===== src/rtl/clk_en_gen.sv =====
// clk_en_gen: multi-channel programmable clock-enable generator with boundary-applied reconfiguration.
// Define CLK_EN_GEN_PHASE_EN to add a per-channel phase offset loaded on sync.
module clk_en_gen #(
    parameter int CHANNELS    = 4,
    parameter int CNT_W       = 16,
    parameter int DEFAULT_DIV = 2,
    localparam int CH_W = CHANNELS > 1 ? $clog2(CHANNELS) : 1
) (
    input  logic                clk,
    input  logic                rst_n,
    input  logic                cfg_valid,
    output logic                cfg_ready,
    input  logic [CH_W-1:0]     cfg_ch,
    input  logic [CNT_W-1:0]    cfg_div,
    input  logic [CNT_W-1:0]    cfg_high,
`ifdef CLK_EN_GEN_PHASE_EN
    input  logic [CNT_W-1:0]    cfg_phase,
`endif
    input  logic                sync,
    output logic [CHANNELS-1:0] en,
    output logic [CHANNELS-1:0] tick
);
    localparam int CH_P = 2 ** CH_W;
    localparam logic [CNT_W-1:0] RST_DIV  = CNT_W'(DEFAULT_DIV);
    localparam logic [CNT_W-1:0] RST_HIGH = CNT_W'(DEFAULT_DIV / 2);
    logic [CHANNELS-1:0] pend_vld;
    logic [CH_P-1:0]     busy;
    // Nonexistent channel slots read as never-pending, so writes to them are accepted and dropped
    assign busy      = CH_P'(pend_vld);
    assign cfg_ready = !busy[cfg_ch];
    for (genvar i = 0; i < CHANNELS; i++) begin : g_ch
        logic [CNT_W-1:0] cnt, act_div, act_high, pend_div, pend_high, lim, sync_cnt;
        logic             stopped, wrap, apply, xfer, pv, en_r, tick_r;
        assign stopped = act_div == '0;
        assign wrap    = !stopped && cnt == act_div - 1'b1;
        assign apply   = pv && (wrap || stopped || sync);
        assign xfer    = cfg_valid && cfg_ready && cfg_ch == CH_W'(i);
        assign lim     = act_high < act_div ? act_high : act_div;
`ifdef CLK_EN_GEN_PHASE_EN
        logic [CNT_W-1:0] act_phase, pend_phase, nxt_div, nxt_phase, red;
        // A sync that also applies pending values aligns to the new setting
        assign nxt_div   = apply ? pend_div : act_div;
        assign nxt_phase = apply ? pend_phase : act_phase;
        assign red       = nxt_phase >= nxt_div ? nxt_phase - nxt_div : nxt_phase;
        assign sync_cnt  = nxt_div == '0 ? '0 : red >= nxt_div ? nxt_div - 1'b1 : red;
        always_ff @(posedge clk or negedge rst_n) begin
            if (!rst_n) begin
                act_phase  <= '0;
                pend_phase <= '0;
            end else begin
                if (apply) act_phase <= pend_phase;
                if (xfer) pend_phase <= cfg_phase;
            end
        end
`else
        assign sync_cnt = '0;
`endif
        always_ff @(posedge clk or negedge rst_n) begin
            if (!rst_n) begin
                cnt       <= '0;
                act_div   <= RST_DIV;
                act_high  <= RST_HIGH;
                pend_div  <= '0;
                pend_high <= '0;
                pv        <= 1'b0;
                en_r      <= 1'b0;
                tick_r    <= 1'b0;
            end else begin
                tick_r <= !stopped && cnt == '0;
                en_r   <= !stopped && cnt < lim;
                cnt    <= sync ? sync_cnt : (wrap || stopped) ? '0 : cnt + 1'b1;
                pv     <= xfer || (pv && !apply);
                if (apply) begin
                    act_div  <= pend_div;
                    act_high <= pend_high;
                end
                if (xfer) begin
                    pend_div  <= cfg_div;
                    pend_high <= cfg_high;
                end
            end
        end
        assign pend_vld[i] = pv;
        assign en[i]       = en_r;
        assign tick[i]     = tick_r;
    end
endmodule


===== config.mk =====
export PLATFORM = sky130hd
export DESIGN_NAME = clk_en_gen
export DESIGN_NICKNAME = d
export VERILOG_FILES = /design/src/rtl/clk_en_gen.sv
export SDC_FILE = /design/constraint.sdc
export NUM_CORES = 1
export LEC_CHECK = 0
export CORE_MARGIN = 2
export CORE_UTILIZATION = 55
export CTS_BUF_LIST = sky130_fd_sc_hd__clkbuf_4 sky130_fd_sc_hd__clkbuf_8 sky130_fd_sc_hd__clkbuf_16
export DETAILED_ROUTE_END_ITERATION = 10
export PLACE_DENSITY = 0.72
export SLEW_MARGIN = 20
export SYNTH_ARGS = -nofsm -noshare
export SYNTH_HDL_FRONTEND = slang
export SYNTH_SLANG_ARGS = --single-unit

===== constraint.sdc =====
create_clock -name clk -period 4.85 [get_ports clk]
set_clock_uncertainty 0.2 [all_clocks]
set_input_delay 0.97 -clock clk [delete_from_list [all_inputs] [get_ports clk]]
set_output_delay 0.97 -clock clk [all_outputs]
set_load 0.02 [all_outputs]

==> metrics <==
RSZ-0062 raised after global routing=false; outcome=finished clean; IO Port Bufs=46; syn_nets=1922; htree depth=2; Slowest-stage cell, CP=nor3_2; final instance area=21200 sq um; Power Density=585 nW/um^2; Post-synth ARST share=100%; Seq/Total Area, Yosys=43.6%; Final HPWL DP=34.1 mm; crit-path cells=inv_1 > ha_1 > a21o_1 > a21o_1 > a21oi_1 > a211oi_1 > nor3_2 > mux2i_1 > ha_1 > a21o_1 > a21o_1 > a21oi_1 > nor2_1 > nor4_1 > o21ai_0 > o41ai_1; Total Power=0.0124 W; max frequency=236 MHz; Hold Worst Slack=0.266 ns; #FFs+latches synth=332; vias in the first global route=13600; Post-CTS Resized=0; Syn-to-layout area delta=11.3%; Tmin final=4.23 ns; largest net degree at the start of global routing=102; type of the worst min-delay path=primary input to async pin; leak pwr=9.54 nW; share of layout cells above drive strength 1=19.4%; clock buffer depth=3; die height=190 um; most frequent cells in the layout=324 x dfrtp_1, 192 x mux2_2, 145 x nor2_1; worst vdd ir=0.000395 V; Final Hold Fails=0; Max stage delay on crit path=0.57 ns; CTS tree=done; Total Wirelength=46.9 mm; Tcrit/Tclk final=87.2%; total gr overflow=0; total core area=34400 sq um; post-synthesis cell count=1752; nets=1945; Most used DFF post-synth=dfrtp_1; Rows=68; I/O pins=47; initial antenna violation count=0; Crit. End Element=register; DR vias/cell=6.00; Max Slew Vio Count=0; setup TNS=0 ns; Arrival @ worst endpoint=4.47 ns; crit path launch type=register; die area=36200 sq um; Critical Path RT=5.09 ns; Setup Crit Path Kind=register to register; total CTS buffers=36; Die Wd=190 um; fillers=2809; Post-CTS Setup Inserts=0; synthesized cell area=19100 sq um; slew margin rel.=35.0%; drt initial violations=798; CTS Root Cell=clkbuf_16; Initial DRT Pass Iterations=5; clock-pin slew on the worst setup and hold paths=0.06 ns; Clock Latency Late Sink=0.55 ns; cts hold-fix bufs=0; Netlist cell types=77; CP max FO=9; max_cap viols=0; final setup violation count=0; gpl congestion=0.946; DRC viols=0; routed len/inst=20.8 um; routed vias=13500; Worst path most repeated cell=a21o_1; total of warnings raised by yosys=0; Slew @ Worst Pin=0.966 ns; Post-synth EDFFs=0; Initial Utilization=55.5%; post-synth top area share=42.5%; DP Area=20000 sq um; Inserted Diodes=0; Synth area leaders=dfrtp_1 42%, mux2_2 11%, ha_1 8.7%, xnor2_1 3.1%, nor2_1 2.9%; final core occ=61.8%; clk sink count=332; commonest non-fill, non-tap cell in the layout=dfrtp_1; first-pass GRT wire length=76.0 mm; largest area contributor in the netlist=dfrtp_1; mean post-synth cell area=10.9 sq um; Final ANT Viol Nets=0; Total GRT Usage=26.9%
## path summary, 6_finish.rpt
kind	to	startpoint	slack (ns)	cells after the start
setup / recovery	g_ch[0].en_r$_DFF_PN0_	g_ch[0].act_div[5]$_DFFE_PN0P_	0.62	16
hold / removal	g_ch[3].cnt[15]$_DFF_PN0_	rst_n	0.27	1
setup reg to reg	g_ch[0].en_r$_DFF_PN0_	g_ch[0].act_div[5]$_DFFE_PN0P_	0.62	16
hold reg to reg	g_ch[1].act_high[1]$_DFFE_PN0P_	g_ch[1].pend_high[1]$_DFFE_PN0P_	0.28	1
max in group asynchronous	g_ch[2].act_high[0]$_DFFE_PN1P_	rst_n	3.19	2
min in group clk	g_ch[1].act_high[1]$_DFFE_PN0P_	g_ch[1].pend_high[1]$_DFFE_PN0P_	0.28	1
## through the flow
stage,setup WS [ns],instances
3_5_place_dp,0.787,2192
5_1_grt,0.355,2257
6_report,0.619,2257
2_1_floorplan,0.612,1752
4_1_cts,0.652,2257
3_3_place_gp,0.869,2192
## worst max-delay path: cells and delay by family (launching register included)
kind            cells  cell delay, ns
compound gates      9            1.59
fa+ha+maj           2            0.62
buf+inv             1            0.11
flops               1            0.52
mux                 1            0.32
simple gates        3            0.76
## metal layers
| metal | vias up | track usage [%] | share of wire (%) |
|---|---|---|---|
| met4 | 0 | 10.6 | 3.7 |
| met5 | - | 0 | 0 |
| met1 | 6802 | 38.0 | 47 |
| met3 | 82 | 4.27 | 4.8 |
| li1 | 6348 | - | - |
| met2 | 300 | 41.6 | 45 |
## power breakdown
| part | switching, W | leakage, nW | total, W | internal [W] |
|---|---|---|---|---|
| sequential | 0.00101 | 4.07 | 0.00460 | 0.00359 |
| clock | 0.00113 | 0.622 | 0.00288 | 0.00174 |
| combinational | 0.00254 | 4.84 | 0.00495 | 0.00241 |
| total | 0.00468 | 9.54 | 0.0124 | 0.00775 |
## flip-flops by register name, indices dropped and copies added, names as in the netlist
signal,count
g_ch.act_div,64
g_ch.act_high,64
g_ch.cnt,64
g_ch.pend_div,64
g_ch.pend_high,64
g_ch.en_r,4
g_ch.pv,4
g_ch.tick_r,4
## cell type report
| cell class | count | area [sq um] | share of cell area (%) |
|---|---|---|---|
| Multi-Input combinational cell | 1241 | 10000 | 47.3 |
| Clock buffer | 48 | 1050 | 4.96 |
| Tap cell | 455 | 569 | 2.68 |
| Sequential cell | 332 | 8320 | 39.2 |
| Inverter | 92 | 345 | 1.63 |
| Timing Repair Buffer | 72 | 698 | 3.29 |
| Clock inverter | 17 | 200 | 0.943 |
## kinds of logic (layout without fill, tap and decap cells)
| family | count (synthesis) | in the layout | share of synthesized area [%] |
|---|---|---|---|
| multiplexers | 284 | 284 | 17.1 |
| AO/OA/AOI/OAI | 219 | 219 | 7.67 |
| XOR/XNOR | 128 | 128 | 5.87 |
| adder cells (fa/ha/maj) | 132 | 132 | 8.65 |
| flip-flops | 332 | 332 | 43.6 |
| AND/OR/NAND/NOR | 478 | 478 | 13.1 |
| buffers and inverters | 179 | 229 | 4.02 |
## synthesized netlist by cell type (all sizes together), types with 7 or more instances
cell type	instances
a21o	25
a21oi	73
a31oi	10
and3	24
and4	8
buf	36
clkbuf	51
dfrtp	324
dfstp	8
ha	132
inv	92
mux2	245
mux2i	38
nand2	53
nand2b	10
nand3	68
nand4	40
nor2	145
nor2b	11
nor3	42
nor4	28
nor4b	10
o21ai	28
or3	9
or4	7
xnor2	68
xor2	60
(Power assumes the default switching activity.)
